[config.mk]
export PLATFORM = sky130hd
export DESIGN_NAME = saturn_bus_pc_loader
export DESIGN_NICKNAME = d
export VERILOG_FILES = /design/src/rtl/saturn_bus_pc_loader.sv
export SDC_FILE = /design/constraint.sdc
export NUM_CORES = 1
export LEC_CHECK = 0
export ABC_AREA = 1
export CAP_MARGIN = 10
export CORE_ASPECT_RATIO = 1.4
export CORE_UTILIZATION = 35
export DETAILED_ROUTE_END_ITERATION = 7
export GPL_ROUTABILITY_DRIVEN = 0
export PLACE_DENSITY_LB_ADDON = 0.2
export SETUP_SLACK_MARGIN = 0.3
export SYNTH_ARGS = -nofsm -noshare
export SYNTH_HDL_FRONTEND = slang
export SYNTH_SLANG_ARGS = --single-unit
export TNS_END_PERCENT = 50
[constraint.sdc]
create_clock -name i_clk -period 3.8 [get_ports i_clk]
set_input_delay 0.76 -clock i_clk [delete_from_list [all_inputs] [get_ports i_clk]]
set_output_delay 0.76 -clock i_clk [all_outputs]
set_load 0.01 [all_outputs]
[src/rtl/saturn_bus_pc_loader.sv]
// Serializes a PC reload onto the Saturn nibble bus as LOAD_PC, five address
// nibbles (LSB first) and PC_READ, holding the core's bus-busy while in flight.
module saturn_bus_pc_loader #(
  parameter logic [3:0] CMD_LOAD_PC = 4'h4,
  parameter logic [3:0] CMD_PC_READ = 4'h0
) (
  input  logic        i_clk,
  input  logic        i_reset,
  input  logic        i_clk_en,
  input  logic [3:0]  i_phases,
  input  logic        i_load_pc,
  input  logic [19:0] i_pc,
  input  logic        i_bus_ready,
  output logic [3:0]  o_bus_nibble,
  output logic        o_bus_strobe,
  output logic        o_bus_is_cmd,
  output logic        o_busy,
  output logic        o_done,
  output logic [19:0] o_loaded_pc
);

  typedef enum logic [1:0] {S_IDLE, S_CMD, S_ADDR, S_READ} state_t;

  state_t      state_q, state_d;
  logic [2:0]  nib_ctr_q, nib_ctr_d;
  logic [19:0] pc_buf_q, pc_buf_d;
  logic        pending_q, pending_d;
  logic [19:0] pending_pc_q, pending_pc_d;
  logic [3:0]  nibble_q, nibble_d;
  logic        strobe_q, strobe_d;
  logic        is_cmd_q, is_cmd_d;
  logic        busy_q, busy_d;
  logic        done_q, done_d;
  logic [19:0] loaded_pc_q, loaded_pc_d;

  logic        accept_slot;
  logic        emit_slot;
  logic [3:0]  addr_nib;
  logic        unused_phases;

  assign accept_slot   = i_clk_en & i_phases[3];
  assign emit_slot     = i_clk_en & i_phases[0] & i_bus_ready;
  assign unused_phases = ^i_phases[2:1];

  always_comb begin
    case (nib_ctr_q)
      3'd0:    addr_nib = pc_buf_q[3:0];
      3'd1:    addr_nib = pc_buf_q[7:4];
      3'd2:    addr_nib = pc_buf_q[11:8];
      3'd3:    addr_nib = pc_buf_q[15:12];
      default: addr_nib = pc_buf_q[19:16];
    endcase
  end

  always_comb begin
    state_d      = state_q;
    nib_ctr_d    = nib_ctr_q;
    pc_buf_d     = pc_buf_q;
    pending_d    = pending_q;
    pending_pc_d = pending_pc_q;
    nibble_d     = nibble_q;
    is_cmd_d     = is_cmd_q;
    loaded_pc_d  = loaded_pc_q;
    // Strobe and done are single-clock pulses regardless of the clock enable.
    strobe_d     = 1'b0;
    done_d       = 1'b0;

    case (state_q)
      S_IDLE: begin
        if (accept_slot && i_load_pc) begin
          pc_buf_d  = i_pc;
          nib_ctr_d = 3'd0;
          state_d   = S_CMD;
        end
      end
      S_CMD: begin
        if (emit_slot) begin
          nibble_d = CMD_LOAD_PC;
          is_cmd_d = 1'b1;
          strobe_d = 1'b1;
          state_d  = S_ADDR;
        end
      end
      S_ADDR: begin
        if (emit_slot) begin
          nibble_d = addr_nib;
          is_cmd_d = 1'b0;
          strobe_d = 1'b1;
          if (nib_ctr_q == 3'd4) begin
            nib_ctr_d = 3'd0;
            state_d   = S_READ;
          end else begin
            nib_ctr_d = nib_ctr_q + 3'd1;
          end
        end
      end
      S_READ: begin
        if (emit_slot) begin
          nibble_d    = CMD_PC_READ;
          is_cmd_d    = 1'b1;
          strobe_d    = 1'b1;
          done_d      = 1'b1;
          loaded_pc_d = pc_buf_q;
          // A request that arrived mid-sequence chains straight on.
          if (pending_q) begin
            pc_buf_d  = pending_pc_q;
            pending_d = 1'b0;
            nib_ctr_d = 3'd0;
            state_d   = S_CMD;
          end else begin
            state_d   = S_IDLE;
          end
        end
      end
      default: state_d = S_IDLE;
    endcase

    if (state_q != S_IDLE && accept_slot && i_load_pc) begin
      pending_d    = 1'b1;
      pending_pc_d = i_pc;
    end

    busy_d = (state_d != S_IDLE) | done_d;
  end

  always_ff @(posedge i_clk or negedge i_reset) begin
    if (!i_reset) begin
      state_q      <= S_IDLE;
      nib_ctr_q    <= 3'd0;
      pc_buf_q     <= 20'h00000;
      pending_q    <= 1'b0;
      pending_pc_q <= 20'h00000;
      nibble_q     <= 4'h0;
      strobe_q     <= 1'b0;
      is_cmd_q     <= 1'b0;
      busy_q       <= 1'b0;
      done_q       <= 1'b0;
      loaded_pc_q  <= 20'h00000;
    end else begin
      state_q      <= state_d;
      nib_ctr_q    <= nib_ctr_d;
      pc_buf_q     <= pc_buf_d;
      pending_q    <= pending_d;
      pending_pc_q <= pending_pc_d;
      nibble_q     <= nibble_d;
      strobe_q     <= strobe_d;
      is_cmd_q     <= is_cmd_d;
      busy_q       <= busy_d;
      done_q       <= done_d;
      loaded_pc_q  <= loaded_pc_d;
    end
  end

  assign o_bus_nibble = nibble_q;
  assign o_bus_strobe = strobe_q;
  assign o_bus_is_cmd = is_cmd_q;
  assign o_busy       = busy_q;
  assign o_done       = done_q;
  assign o_loaded_pc  = loaded_pc_q;

endmodule

* Yosys cells after proc, flatten, opt, wreduce, memory -nomap -nowiden *
Index checks and enable logic that the tools add are counted.

storage, ports and cells
  flip-flop bits (word level) = 74
  logic and storage cells = 80

cells by class
  $add $sub $neg = 1
  eq/ne operators = 13
  muxes and demuxes = 30
  bitwise logic cells = 4
  reduce and logical (&&, ||, !) cells = 21

operators with widths
  cell                                                             number
  20-bit 2-to-1 mux                                                3
  20-bit one-hot mux with 2 select lines                           1
  4-bit one-hot mux with 4 select lines                            1
  3-bit 2-to-1 mux                                                 5
  4-bit 2-to-1 mux                                                 3
  4-bit one-hot mux with 3 select lines                            1
  2-bit nonzero test                                               6
  2-bit 2-to-1 mux                                                 5
  2-bit inequality test, second input constant                     5
  3-bit one-hot mux with 3 select lines                            1
  1-bit 2-to-1 mux                                                 8
  2-bit one-hot mux with 4 select lines                            1
  4-bit AND reduction                                              2
  3-bit by 2-bit == test with 1-bit output, second input constant  2
  3-bit nonzero test                                               2
  5-bit AND reduction                                              1
  2-bit == test, second input constant                             2
  2-bit AND reduction                                              2
  3-bit by 1-bit adder with 3-bit output, second input constant    1
  1-bit bitwise AND                                                3
  3-bit by 1-bit == test with 1-bit output, second input constant  1
  3-bit == test, second input constant                             1
  1-bit logical AND                                                3
  3-bit logical NOT                                                1
  8 further kinds                                                  8

* Longest topological paths before layout *
  word-level depth = 6
  mapped depth = 8
  gate-level depth less buffers = 8

* Worst setup path before layout *
Ideal clock, no wire load.

  kind = input port to flip-flop
  from = input i_bus_ready
  to = register loaded_pc_q[10], in the netlist o_loaded_pc[10]
  library setup time = 0.125 ns
  arrival time = 1.549 ns
  required time = 3.675 ns
  slack = 2.127 ns
  stages on the path = 4
  buffers on the path = 1
  cells stage by stage = nand3_1 nor2_4 buf_6 mux2_2

between the ends
  longest elaborated chain between the ends = 2

ends and longest elaborated chain
  item                           line  RTL
  start: declaration             13    input logic i_bus_ready,
  1-bit bitwise AND              42    assign emit_slot = i_clk_en & i_phases[0] & i_bus_ready;
  2-bit AND reduction (no line)  --
  end signal: assignment         150   loaded_pc_q <= loaded_pc_d;
  end: declaration               34    logic [19:0] loaded_pc_q, loaded_pc_d;

Every way passes these cells.
A chain may end at the register's enable or synchronous reset.

* Worst setup path after layout *
  from = input i_clk_en
  to = register pc_buf_q[15]

between the ends
  longest elaborated chain between the ends = 4

ends and longest elaborated chain
  item                                                    line    RTL
  start: declaration                                      9       input logic i_clk_en,
  1-bit bitwise AND, on equally long branches             42, 41
  1-bit bitwise AND or 1-bit logical AND (tied branches)  42, 70
  2-bit inequality test (no line)                         --
  4-bit AND reduction (no line) *                         --
  end signal: assignment                                  142     pc_buf_q <= pc_buf_d;
  end: declaration                                        26      logic [19:0] pc_buf_q, pc_buf_d;

Every way passes the cells marked *; elsewhere a longest branch is shown, timed or not.

==> qor.log <==
[timing] post-route clock skew 9.87 ps
[placed_design] post-placement cell area 3900 um2
[routing] First DRT Iteration DRCs 132
[critical_path] Crit Path Max Fanout 40
[global_route] initial antenna violation count 0
[hold_path] hold_sp pending_pc_q[14]$_DFFE_PN0P_
[pwr] net switching power 1.24 mW
[pwr] sequential cell fraction of total power 37.8%
[status] failing checks DRC
[cells_and_area] share of layout cells above drive strength 1 8.74%
[critical_path] data arrival at the endpoint of the critical path 2470 ps
[synthesis] count of unique library cells instantiated by Yosys 25
[hold_path] class of the worst hold path flop to flop
[global_route] global router's overall resource usage 15.6%
[routing] remaining routing DRC violations 11
[global_route] pin count of the biggest net entering global routing 75
[floorplanning] starting density of the core 36.4%
[status] run status complete, but fails checks
[synthesis] Post-Syn Area 3320 um2
[critical_path] flop2flop setup slack 1730 ps
[routing] vias post-DR 2567
[floorplanning] die height 117 um
[pwr] portion of total power attributed to combinational logic 35.6%
[cells_and_area] # fillers 911
[synthesis] share of the synthesized area in the top cell type 55.8%
[critical_path] number of cells traversed by the worst register-to-register path 6
[floorplanning] Placement Rows 41
[routing] routed vias/inst 4.74
[cells_and_area] total inserted antenna cells 0
[synthesis] sequential-to-total area share from yosys stat 55.8%
[timing] post-layout minimum cycle time 2220 ps
[synthesis] count of yosys warnings during synthesis 0
[pwr] switching share of total power 34.3%
[timing] max_slew headroom 37.0%
[cells_and_area] post-route standard cell area excluding fillers 4250 um2
[critical_path] Setup crit end kind flop
[global_route] first-pass GRT wire length 11.9 mm
[clocking] clock latency at the later pin of the worst-skew pair 330 ps
[run] number of violations of the max-capacitance limit 0
[synthesis] leading cell types by count after synthesis nand2_1, dfrtp_1, inv_1, o21ai_0, nor2_1
[synthesis] cell type contributing the most total cell area after synthesis dfrtp_1
[clocking] clock-pin slew on the worst setup and hold paths 60 ps
[synthesis] number of synthesized flops with an enable pin 0
[placed_design] post-place setup slack 1190 ps
[timing] final clock period utilization by the worst path 58.5%
[timing] max-slew violation count 0
[clocking] number of H-tree branching levels 3
[routing] final antenna-violating net count 0
[cells_and_area] synth-to-layout area growth 28.0%
[floorplanning] Std-Cell Core Area 9130 um2
[synthesis] Post-synth ARST share 100%
[pwr] Static Leakage 1.98 nW
[critical_path] launch point of the worst reg-to-reg path state_q[0]$_DFF_PN0_
[synthesis] top-count cell post-synth nand2_1
[global_route] Overflow after GRT 0
[clocking] clock buffer count from CTS 9
[pwr] clock share of power 26.6%
[synthesis] cells after synthesis 378
[cells_and_area] fraction of the core area covered by cells at the end of the flow 46.6%
[placed_design] count of port buffers added during placement 54
[floorplanning] die outline area 9890 um2
[timing] final count of negative-setup-slack endpoints 0
[hold_path] cell depth of the worst hold path 2
[pwr] peak ir drop on the vdd network 0.000304 V
[timing] transition time at the pin with the least slew margin 945 ps
[synthesis] dominant synthesized flop cell dfrtp_1
[synthesis] mean post-synth cell area 8.78 um2
[clocking] TritonCTS clock tree built
[pwr] power per standard cell area 847 nW/um2
[timing] total negative setup slack 0 ps
[floorplanning] total I/O pin count 57
[pwr] power consumption 3.60 mW
[synthesis] net count after synthesis 412
[global_route] via count of the first global-routing pass 2463
[timing] RSZ-0062 raised after global routing false
[clocking] number of sinks driven by the clock tree 74
[clocking] quantity of hold-fixing buffers added after cts 0
[clocking] # resized after CTS 0
[timing] count of endpoints failing hold in the final timing report 0
[clocking] Post-CTS Setup Bufs 0
[synthesis] FF+latch count, synth 74
[placed_design] placed wire-length estimate 4.85 mm
[routing] Detailed Route WL 6.91 mm
[critical_path] end of the worst register-to-register path pc_buf_q[15]$_DFFE_PN0P_
[pwr] Internal Pwr Total 2.36 mW
[critical_path] CP Class input port to flop
[critical_path] required arrival time at the worst endpoint 4040 ps
[synthesis] ranking of synthesized cells by area dfrtp_1, nand2_1, o21ai_0
[timing] final worst setup slack 1580 ps
[floorplanning] horizontal extent of the die 84.3 um
[cells_and_area] number of nets in the layout 464
[routing] TritonRoute pass-1 iters 6
[clocking] CTS Root Cell clkbuf_16
[timing] Max Clk Rate 0.450 GHz
[hold_path] sink of the worst hold path pending_pc_q[14]$_DFFE_PN0P_
[clocking] Clock Tree Buf Depth 2
[critical_path] CP startpoint kind input port
[routing] wire length per cell 12.7 um
-- layer usage --
metal | wire length [um] | global-route usage, % | part of all wire, %
met2 | 3320 | 24.9 | 48
met5 | 0 | 0 | 0
met1 | 3200 | 20.3 | 46
met4 | 138 | 7.93 | 2.0
met3 | 251 | 3.23 | 3.6
-- worst max-delay path by stage --
stage / startpoint / end / depth (start not counted)
after detailed placement: i_clk_en / pc_buf_q[15]$_DFFE_PN0P_ / 7
after floorplan: i_bus_ready / o_loaded_pc[10]$_DFFE_PN0P_ / 4
final: i_clk_en / pc_buf_q[15]$_DFFE_PN0P_ / 7
after global routing: i_clk_en / pc_buf_q[2]$_DFFE_PN0P_ / 7
after CTS: i_clk_en / pc_buf_q[15]$_DFFE_PN0P_ / 7
after global placement: i_clk_en / pc_buf_q[19]$_DFFE_PN0P_ / 7
-- power groups by stage --
| stage | Clock [mW] | Sequential, mW | Combinational, mW |
|---|---|---|---|
| floorplan | 0 | 1.36 | 0.793 |
| global route | 1.01 | 1.41 | 1.47 |
| finish | 0.958 | 1.36 | 1.28 |
| CTS | 0.981 | 1.37 | 1.30 |
| detailed placement | 0 | 1.38 | 1.30 |
| global placement | 0 | 1.37 | 1.28 |
-- kinds of logic after synthesis --
kind of cell	count (synthesis)	share of synthesized area [%]
muxes	6	2.03
DFF	74	55.8
AOI/OAI and AO/OA	83	13.8
buffers and inverters	59	8.18
adders and majority gates	5	1.88
and+or+nand+nor	151	18.3
-- layout make-up --
cell class                      instances  area, um2  area share (%)
Multi-Input combinational cell        245       1200            28.2
Clock buffer                           13        280            6.59
Tap cell                              107        134            3.15
Timing Repair Buffer                   57        558            13.1
Sequential cell                        74       1850            43.6
Inverter                               43        161            3.80
Clock inverter                          3       68.8            1.62
-- placed cells by master, fill, tap and decap left out, types with 5 or more instances in the layout --
| cell type | count |
|---|---|
| nand2_1 | 101 |
| dfrtp_1 | 74 |
| clkdlybuf4s50_1 | 53 |
| inv_1 | 40 |
| o21ai_0 | 35 |
| nor2_1 | 29 |
| o21ai_1 | 17 |
| nand3_1 | 15 |
| a21oi_1 | 14 |
| clkbuf_16 | 9 |
| a31oi_1 | 6 |
| mux2_2 | 6 |
| o22ai_1 | 5 |
| ha_1 | 5 |
-- flip-flops by register name, summed over array words and instances (netlist names) --
name          count
nib_ctr_q         3
o_bus_nibble      4
pending_q         1
state_q           2
o_loaded_pc      20
pending_pc_q     20
pc_buf_q         20
o_bus_is_cmd      1
o_done            1
o_bus_strobe      1
o_busy            1
-- worst max-delay path, stage by stage --
cell             delay (ps)
clkdlybuf4s50_1         480
nand3_1                 230
nor2_4                  170
nand2_2                  60
nand2_2                 520
nand2_1                 130
o21ai_1                 110
-- metrics by stage --
stage,hold WS (ps),instances
2_1_floorplan,443,378
3_3_place_gp,455,526
3_5_place_dp,460,526
4_1_cts,474,542
5_1_grt,487,542
6_report,473,542
(Power assumes the default switching activity.)
